===== config.mk =====
export PLATFORM = sky130hd
export DESIGN_NAME = image_receiver
export DESIGN_NICKNAME = d
export VERILOG_FILES = /design/src/rtl/image_receiver_pkg.sv /design/src/rtl/uart_rx.sv /design/src/rtl/image_receiver.sv
export SDC_FILE = /design/constraint.sdc
export NUM_CORES = 1
export LEC_CHECK = 0
export CAP_MARGIN = 15
export CORE_MARGIN = 5
export CORE_UTILIZATION = 45
export CTS_CLUSTER_SIZE = 28
export DETAILED_ROUTE_END_ITERATION = 8
export DONT_BUFFER_PORTS = 1
export HOLD_SLACK_MARGIN = 0.15
export SLEW_MARGIN = 20
export SYNTH_ARGS = -nofsm -noshare
export SYNTH_HDL_FRONTEND = slang
export SYNTH_SLANG_ARGS = --single-unit

===== constraint.sdc =====
create_clock -name clk -period 5.7 [get_ports clk]
set_input_delay 0.285 -clock clk [delete_from_list [all_inputs] [get_ports clk]]
set_output_delay 0.285 -clock clk [all_outputs]
set_load 0.02 [all_outputs]

===== src/rtl/image_receiver_pkg.sv =====
// Shared definitions for the pixel-over-UART receiver: FSM encodings, the
// end-of-frame marker and the default link/frame sizes.
package image_receiver_pkg;

    typedef enum logic [2:0] {
        IDLE,
        WAIT_HIGH,
        WAIT_LOW,
        WRITE,
        END_FRAME
    } state_e;

    typedef enum logic [1:0] {
        RX_IDLE,
        RX_START,
        RX_DATA,
        RX_STOP
    } rx_state_e;

    localparam logic [7:0] END_MARKER       = 8'hFF;
    localparam int         DEF_PIXELS       = 3072;
    localparam int         DEF_CLKS_PER_BIT = 543;

endpackage


===== src/rtl/uart_rx.sv =====
// 8N1 UART receiver: samples mid-bit, emits each byte with a one-cycle o_Rx_DV.
module uart_rx
    import image_receiver_pkg::*;
#(
    parameter int CLKS_PER_BIT = DEF_CLKS_PER_BIT,
    parameter int N            = 10
) (
    input  logic       i_Clock,
    input  logic       rst,
    input  logic       i_Rx_Serial,
    output logic       o_Rx_DV,
    output logic [7:0] o_Rx_Byte
);

    localparam logic [N-1:0] CNT_HALF = N'((CLKS_PER_BIT - 1) / 2);
    localparam logic [N-1:0] CNT_LAST = N'(CLKS_PER_BIT - 1);

    logic [1:0]   sync_q, sync_d;
    logic         rx;
    rx_state_e    state_q;
    logic [N-1:0] cnt_q;
    logic [2:0]   bit_q;
    logic [7:0]   byte_q;
    logic         dv_q;

    // Two-flop synchroniser; the line idles high so it resets to 1s.
    always_comb sync_d = {sync_q[0], i_Rx_Serial};
    assign rx = sync_q[1];

    always_ff @(posedge i_Clock or negedge rst) begin
        if (!rst) sync_q <= 2'b11;
        else      sync_q <= sync_d;
    end

    always_ff @(posedge i_Clock or negedge rst) begin
        if (!rst) begin
            state_q <= RX_IDLE;
            cnt_q   <= '0;
            bit_q   <= '0;
            byte_q  <= '0;
            dv_q    <= 1'b0;
        end else begin
            dv_q <= 1'b0;
            case (state_q)
                RX_IDLE: begin
                    cnt_q <= '0;
                    bit_q <= '0;
                    if (!rx) state_q <= RX_START;
                end
                RX_START: begin
                    // Re-check at mid start bit so a glitch is not taken as a byte.
                    if (cnt_q == CNT_HALF) begin
                        cnt_q   <= '0;
                        state_q <= rx ? RX_IDLE : RX_DATA;
                    end else begin
                        cnt_q <= cnt_q + 1'b1;
                    end
                end
                RX_DATA: begin
                    if (cnt_q == CNT_LAST) begin
                        cnt_q          <= '0;
                        byte_q[bit_q]  <= rx;
                        if (bit_q == 3'd7) state_q <= RX_STOP;
                        else               bit_q   <= bit_q + 3'd1;
                    end else begin
                        cnt_q <= cnt_q + 1'b1;
                    end
                end
                RX_STOP: begin
                    if (cnt_q == CNT_LAST) begin
                        cnt_q   <= '0;
                        dv_q    <= 1'b1;
                        state_q <= RX_IDLE;
                    end else begin
                        cnt_q <= cnt_q + 1'b1;
                    end
                end
                default: state_q <= RX_IDLE;
            endcase
        end
    end

    assign o_Rx_DV   = dv_q;
    assign o_Rx_Byte = byte_q;

endmodule


===== src/rtl/image_receiver.sv =====
// Frame receiver: pairs UART bytes into 15-bit pixels, writes them to the
// frame buffer and reports done/error when the 0xFF end marker arrives.
module image_receiver
    import image_receiver_pkg::*;
#(
    parameter int CLKS_PER_BIT = DEF_CLKS_PER_BIT,
    parameter int N            = 10,
    parameter int PIXELS       = DEF_PIXELS,
    parameter int TIMEOUT_CLKS = 86880
) (
    input  logic        clk,
    input  logic        rst,
    input  logic        receive_image,
    input  logic        Rx_data,
    output logic [14:0] pixel_data,
    output logic [12:0] addr_out,
    output logic        wr_en,
    output logic        busy,
    output logic        done,
    output logic        error
);

    localparam int          TW       = $clog2(TIMEOUT_CLKS + 1);
    localparam logic [TW-1:0] TMO_LAST = TW'(TIMEOUT_CLKS - 1);
    localparam logic [12:0] PIX_N    = 13'(PIXELS);

    logic        rx_dv;
    logic [7:0]  rx_byte;

    state_e      state_q;
    logic [14:0] pixel_q;
    logic [12:0] addr_q;
    logic        wr_en_q, busy_q, done_q, error_q;
    logic [6:0]  hi_q;
    logic [7:0]  lo_q;
    logic [12:0] count_q;
    logic        bad_q;
    logic [TW-1:0] tmo_q;

    uart_rx #(
        .CLKS_PER_BIT (CLKS_PER_BIT),
        .N            (N)
    ) u_uart_rx (
        .i_Clock     (clk),
        .rst         (rst),
        .i_Rx_Serial (Rx_data),
        .o_Rx_DV     (rx_dv),
        .o_Rx_Byte   (rx_byte)
    );

    always_ff @(posedge clk or negedge rst) begin
        if (!rst) begin
            state_q <= IDLE;
            pixel_q <= '0;
            addr_q  <= '0;
            wr_en_q <= 1'b0;
            busy_q  <= 1'b0;
            done_q  <= 1'b0;
            error_q <= 1'b0;
            hi_q    <= '0;
            lo_q    <= '0;
            count_q <= '0;
            bad_q   <= 1'b0;
            tmo_q   <= '0;
        end else begin
            wr_en_q <= 1'b0;
            done_q  <= 1'b0;
            error_q <= 1'b0;
            case (state_q)
                IDLE: begin
                    pixel_q <= '0;
                    addr_q  <= '0;
                    count_q <= '0;
                    bad_q   <= 1'b0;
                    if (receive_image) begin
                        state_q <= WAIT_HIGH;
                        busy_q  <= 1'b1;
                    end
                end
                WAIT_HIGH: begin
                    if (rx_dv) begin
                        if (rx_byte == END_MARKER) begin
                            state_q <= END_FRAME;
                        end else if (!rx_byte[7]) begin
                            hi_q    <= rx_byte[6:0];
                            tmo_q   <= '0;
                            state_q <= WAIT_LOW;
                        end else begin
                            bad_q <= 1'b1;
                        end
                    end
                end
                WAIT_LOW: begin
                    // A marker here means the sender aborted mid-pixel.
                    if (rx_dv) begin
                        if (rx_byte == END_MARKER) begin
                            bad_q   <= 1'b1;
                            state_q <= END_FRAME;
                        end else begin
                            lo_q    <= rx_byte;
                            state_q <= WRITE;
                        end
                    end else if (tmo_q == TMO_LAST) begin
                        bad_q   <= 1'b1;
                        state_q <= WAIT_HIGH;
                    end else begin
                        tmo_q <= tmo_q + 1'b1;
                    end
                end
                WRITE: begin
                    if (count_q < PIX_N) begin
                        pixel_q <= {hi_q, lo_q};
                        addr_q  <= count_q;
                        wr_en_q <= 1'b1;
                        count_q <= count_q + 13'd1;
                    end else begin
                        bad_q <= 1'b1;
                    end
                    state_q <= WAIT_HIGH;
                end
                END_FRAME: begin
                    if (count_q == PIX_N && !bad_q) done_q  <= 1'b1;
                    else                            error_q <= 1'b1;
                    count_q <= '0;
                    bad_q   <= 1'b0;
                    busy_q  <= 1'b0;
                    state_q <= IDLE;
                end
                default: begin
                    state_q <= IDLE;
                    busy_q  <= 1'b0;
                end
            endcase
        end
    end

    assign pixel_data = pixel_q;
    assign addr_out   = addr_q;
    assign wr_en      = wr_en_q;
    assign busy       = busy_q;
    assign done       = done_q;
    assign error      = error_q;

endmodule


# ---- After elaboration in Yosys (flattened, before gate mapping)
# Cells that the tools add are included.
dict set report op_classes {
  n_bitwise 3
  add_sub_neg 4
  reduce_logical 24
  n_lt_le_gt_ge 3
  n_eq_ne 31
  mux 54
}
# cell count
set op_table {}
lappend op_table {{2-to-1 mux 17 bit} 5}
lappend op_table {{case mux 13 bit (2 select lines)} 2}
lappend op_table {{case mux 17 bit (2 select lines)} 1}
lappend op_table {{case mux 10 bit (3 select lines)} 1}
lappend op_table {{case mux 15 bit (2 select lines)} 1}
lappend op_table {{2-to-1 mux 3 bit} 9}
lappend op_table {{2-to-1 mux 13 bit} 2}
lappend op_table {{2-to-1 mux 10 bit} 2}
lappend op_table {{inequality test 2 bit (second input constant)} 9}
lappend op_table {{adder 17 x 1 -> 17 bit (second input constant)} 1}
lappend op_table {{equality test 17 bit (second input constant)} 1}
lappend op_table {{2-to-1 mux 1 bit} 17}
lappend op_table {{2-to-1 mux 15 bit} 1}
lappend op_table {{adder 13 x 1 -> 13 bit (second input constant)} 1}
lappend op_table {{equality test 13 x 12 -> 1 bit (second input constant)} 1}
lappend op_table {{less-than comparator 13 x 12 -> 1 bit (second input constant)} 1}
lappend op_table {{2-to-1 mux 2 bit} 6}
lappend op_table {{inequality test 2 x 1 -> 1 bit (second input constant)} 6}
lappend op_table {{case mux 3 bit (4 select lines)} 1}
lappend op_table {{adder 10 x 1 -> 10 bit (second input constant)} 1}
lappend op_table {{equality test 10 bit (second input constant)} 1}
lappend op_table {{equality test 10 x 9 -> 1 bit (second input constant)} 1}
lappend op_table {{bitwise mux 8 bit} 1}
lappend op_table {{equality test 8 bit (second input constant)} 1}
lappend op_table {{other kinds (30)} 46}
dict set report totals {
  register_bits 107
  output_inout_bits 32
  input_bits 4
  elab_cells 137
}

# ---- Logic depth before layout (Yosys ltp)
dict set report depth {
  word_depth 5
  ltp_mapped 8
  mapped_depth_nobuf 7
}

# ---- Cells and area by module
# From an unflattened synthesis, not the netlist that was laid out.
dict set report unflattened {
  cells_unflattened 497
  area_unflattened_um2 5292.6
}
# mod instances cells_per_inst area_each_um2 seq_area_each_um2
set modules_own_cells {}
lappend modules_own_cells {image_receiver 1 384 4018.9 2026.9}
lappend modules_own_cells {uart_rx 1 113 1273.7 653.1}

# ---- Worst setup path after synthesis
# OpenSTA, ideal clock, no wires.
dict set report synth_timing {
  kind {register -> register}
  startpoint {reg tmo_q[0]}
  endpoint {reg state_q[0]}
  stages_incl_launch_ff 8
  arrival_ps 1764
  path_buffers 1
  required_time_ps 5572
  setup_time_ps 128
  slack_ps 3808
  synth_period_minus_slack_ps 1892
  path_cell_list {dfrtp_1 > ha_1 > nand4_1 > nor4_4 > nand2b_1 > buf_6 > o211ai_2 > mux2_1}
}
dict set report synth_between {
  elab_chain_cells 3
}
# item line
set synth_rtl {}
lappend synth_rtl {{start: declaration} image_receiver.sv:38} ;# logic [TW-1:0] tmo_q;
lappend synth_rtl {{start signal: assignment} image_receiver.sv:107} ;# tmo_q <= tmo_q + 1'b1;
lappend synth_rtl {{equality test 17 bit} image_receiver.sv:103} ;# end else if (tmo_q == TMO_LAST) begin
lappend synth_rtl {{inequality test 3 x 2 -> 1 bit (no line)} --}
lappend synth_rtl {{AND reduction 4 bit (no line)} --}
lappend synth_rtl {{end signal: assignment} image_receiver.sv:98} ;# state_q <= END_FRAME;
lappend synth_rtl {{end signal: assignment} image_receiver.sv:101} ;# state_q <= WRITE;
lappend synth_rtl {{end signal: assignment} image_receiver.sv:105} ;# state_q <= WAIT_HIGH;
lappend synth_rtl {{end: declaration} image_receiver.sv:30} ;# state_e state_q;
# No other way between the ends.
# A chain may end at the register's enable or synchronous reset.

# ---- Worst setup path after layout
# Ends and elaborated chain as after synthesis.

==> metrics.cfg <==
[run_status]
outcome=finished, final reports clean

[die]
pin_count=36
die_width_um=116
core_sq_um=10900
fp.dieH_um=116
die_area_sq_um=13400
rows=38
start_util=0.461

[sta]
fin_skew_ns=0.0103
grt_setup_unrepaired=no
slew_headroom=0.329
fin_crit_ns=2.22
setup_tns_ns=0
fmax_ghz=0.451
worst_slew_pin_slew_ns=1.01
setup_viol=0
hold_viol_final=0
drv_slew=0
finalCritPeriodShare=0.389
holdWs_ns=0.360

[setup_path]
end_kind=flip-flop
path_max_fanout=10
crit_path_max_incr_delay_ns=0.40
start_kind=flip-flop
crit_type=reg2reg
crit_buf_inv=0
arrival_ns=2.49
cp_top_family=simple AND/OR/NAND/NOR gates
cp.depth=6
crit_path_top_delay_cell=dfrtp_1
crit_chain=ha_1, nand4_1, nor4_4, nand2b_1, o211ai_2, mux2_1
r2r_cells=6
crit_required_ns=5.97

[clock_network]
cts_tree=yes
cts-root-buf=clkbuf_8
postCtsHoldBufs=4
cts.repair.resized=0
cts_sinks=107
cts_buffer_depth=2
cts_inserted_buffers=9
clkTransAtPathRegs_ns=0.10
clk_latency_ns=0.38
cts_setup_buffers=0
htreeDepth=3

[yosys]
ys.flop_type=dfrtp_1
synth-simple-area-share=0.212
synthXorXnorAreaFrac=0.0262
ys_async_sr_fraction=1.00
syn_inst=499
syn_nets=510
synth_edf_count=0
synth_top_family_by_area=simple AND/OR/NAND/NOR gates
synth_area_sq_um=5020
synth_fa_ha_area_frac=0.0175
synth.avg_cell_area_sq_um=10.1
yosys_warnings=0
synth_mux_area_frac=0.0514
synth_seq_area_share=0.534
synth_compound_area_frac=0.104
synth_cell_types=59
ys_seq_elements=107

[drt]
avgRoutedWirePerCell_um=15.0
drt_iter0_markers=193
drc=0
post_drt_via_cell_ratio=5.44
firstDrtPassIters=4
finalWirelength_mm=9.54
via_count=3453
ant_nets=0

[power]
power_leakage_uw=0.00232
p_switching_uw=386
power_density_nw_per_um2=258
internal_power_uw=988
pwr-share-seq=0.561
p_clk_frac=0.318
swShare=0.281
comb_power_share=0.120
ir_drop_mv=0.184

[grt]
grt_pass1_wl_mm=17.0
track_usage=0.160
grt_max_degree=108
grt_pass1_vias=3464
grt_overflow=0
antenna_found_initial=0

[layout]
fin_area_sq_um=5340
finalNetCount=502
final_core_util=0.490
final_layout_size_suffix_gt1_frac=0.101
syn_to_final_growth_pct=6.31
final_cells=635
antennaDiodeCount=0

[place]
hpwl_mm=6.33
gp_congestion=0.811
place_area_sq_um=5070
portBuffers=0
dp.cells=615

[job]
maxCapViolCount=0

[min_path]
hp-class=reg2reg
whs_path_depth=0

[path summary, 6_finish.rpt]
path / end / startpoint / slack [ns]
min in group asynchronous: pixel_data[5]$_DFFE_PN0P_ / rst / 0.49
worst min register to register: u_uart_rx.sync_q[1]$_DFF_PN1_ / u_uart_rx.sync_q[0]$_DFF_PN1_ / 0.36
worst min-delay path: u_uart_rx.sync_q[1]$_DFF_PN1_ / u_uart_rx.sync_q[0]$_DFF_PN1_ / 0.36
max in group asynchronous: u_uart_rx.sync_q[1]$_DFF_PN1_ / rst / 4.82
worst max register to register: state_q[0]$_DFFE_PN0P_ / tmo_q[0]$_DFFE_PN0P_ / 3.48
worst max-delay path: state_q[0]$_DFFE_PN0P_ / tmo_q[0]$_DFFE_PN0P_ / 3.48
[synthesized netlist by cell type (3+ instances only)]
cell type	n	share of area
inv_1	38	0.028
nor2_1	40	0.030
nor3_1	10	0.010
a31oi_1	7	0.0087
or3_1	5	0.0062
nor3b_1	4	0.0060
o31ai_1	3	0.0045
nand4bb_1	3	0.0067
a22o_1	4	0.0070
dfrtp_1	105	0.52
mux2_2	21	0.047
ha_1	7	0.017
xnor2_1	10	0.017
and3_1	6	0.0075
clkbuf_1	14	0.010
nand4_1	11	0.014
nor4_1	3	0.0037
nand3_1	50	0.050
and4_1	3	0.0052
and2_1	3	0.0037
nand2_1	35	0.026
o21ai_1	7	0.0070
nand2b_1	4	0.0050
xor2_1	5	0.0087
a21oi_1	11	0.011
buf_6	4	0.0090
buf_2	4	0.0040
a311oi_1	3	0.0052
nor2b_1	5	0.0062
o21ai_0	39	0.039
[stage by stage]
step	setup slack [ns]	power (uW)
global route	3.24	1450
detailed placement	3.48	911
CTS	3.46	1380
floorplan	3.81	891
global placement	3.52	912
finish	3.48	1370
[power by group through the flow]
stage          registers [uW]  clock network [uW]  logic [uW]
2_1_floorplan             784                   0         108
3_3_place_gp              787                   0         125
3_5_place_dp              786                   0         125
4_1_cts                   771                 460         145
5_1_grt                   774                 493         186
6_report                  771                 437         166
[cell usage in the layout, fill, tap and decap left out, drive strengths merged, types with 5 or more instances in the layout]
master,netlist,final
a21oi,11,11
a31oi,7,7
and3,6,6
clkbuf,14,10
dfrtp,105,105
ha,7,7
inv,38,41
mux2,22,22
nand2,35,35
nand3,50,50
nand4,11,11
nor2,41,41
nor2b,5,5
nor3,12,12
o21ai,47,47
or3,5,5
xnor2,10,10
xor2,5,5
[state kept, by name (all words and copies together), names as in the netlist, named ones only]
name,flops
done,1
u_uart_rx.sync_q,2
wr_en,1
busy,1
lo_q,8
u_uart_rx.cnt_q,10
hi_q,7
u_uart_rx.o_Rx_DV,1
u_uart_rx.o_Rx_Byte,8
tmo_q,17
addr_out,13
error,1
bad_q,1
state_q,3
count_q,13
u_uart_rx.state_q,1
u_uart_rx.bit_q,3
pixel_data,15
[cells by family after synthesis]
group | after synthesis
buf+inv | 63
simple gates | 198
compound gates | 86
mux | 23
flops | 107
fa+ha+maj | 7
xor+xnor | 15
[area by class of cell]
cell class,count,area [sq um]
clock buffers,10,138
repair buffers,5,85.1
inverters,39,146
clock inverters,5,43.8
well taps,140,175
flip-flops and latches,107,2680
fillers,1016,5550
multi-input cells,329,2070
[layer usage]
layer / global-route usage / up-vias / wire length (um) / part of all wire
met5: 0 / - / 0 / 0
met4: 0.0446 / 0 / 85 / 0.0089
met3: 0.0507 / 6 / 394 / 0.041
met2: 0.250 / 50 / 4500 / 0.47
met1: 0.216 / 1676 / 4560 / 0.48
li1: - / 1721 / - / -
Power figures use the tool's default switching activity.
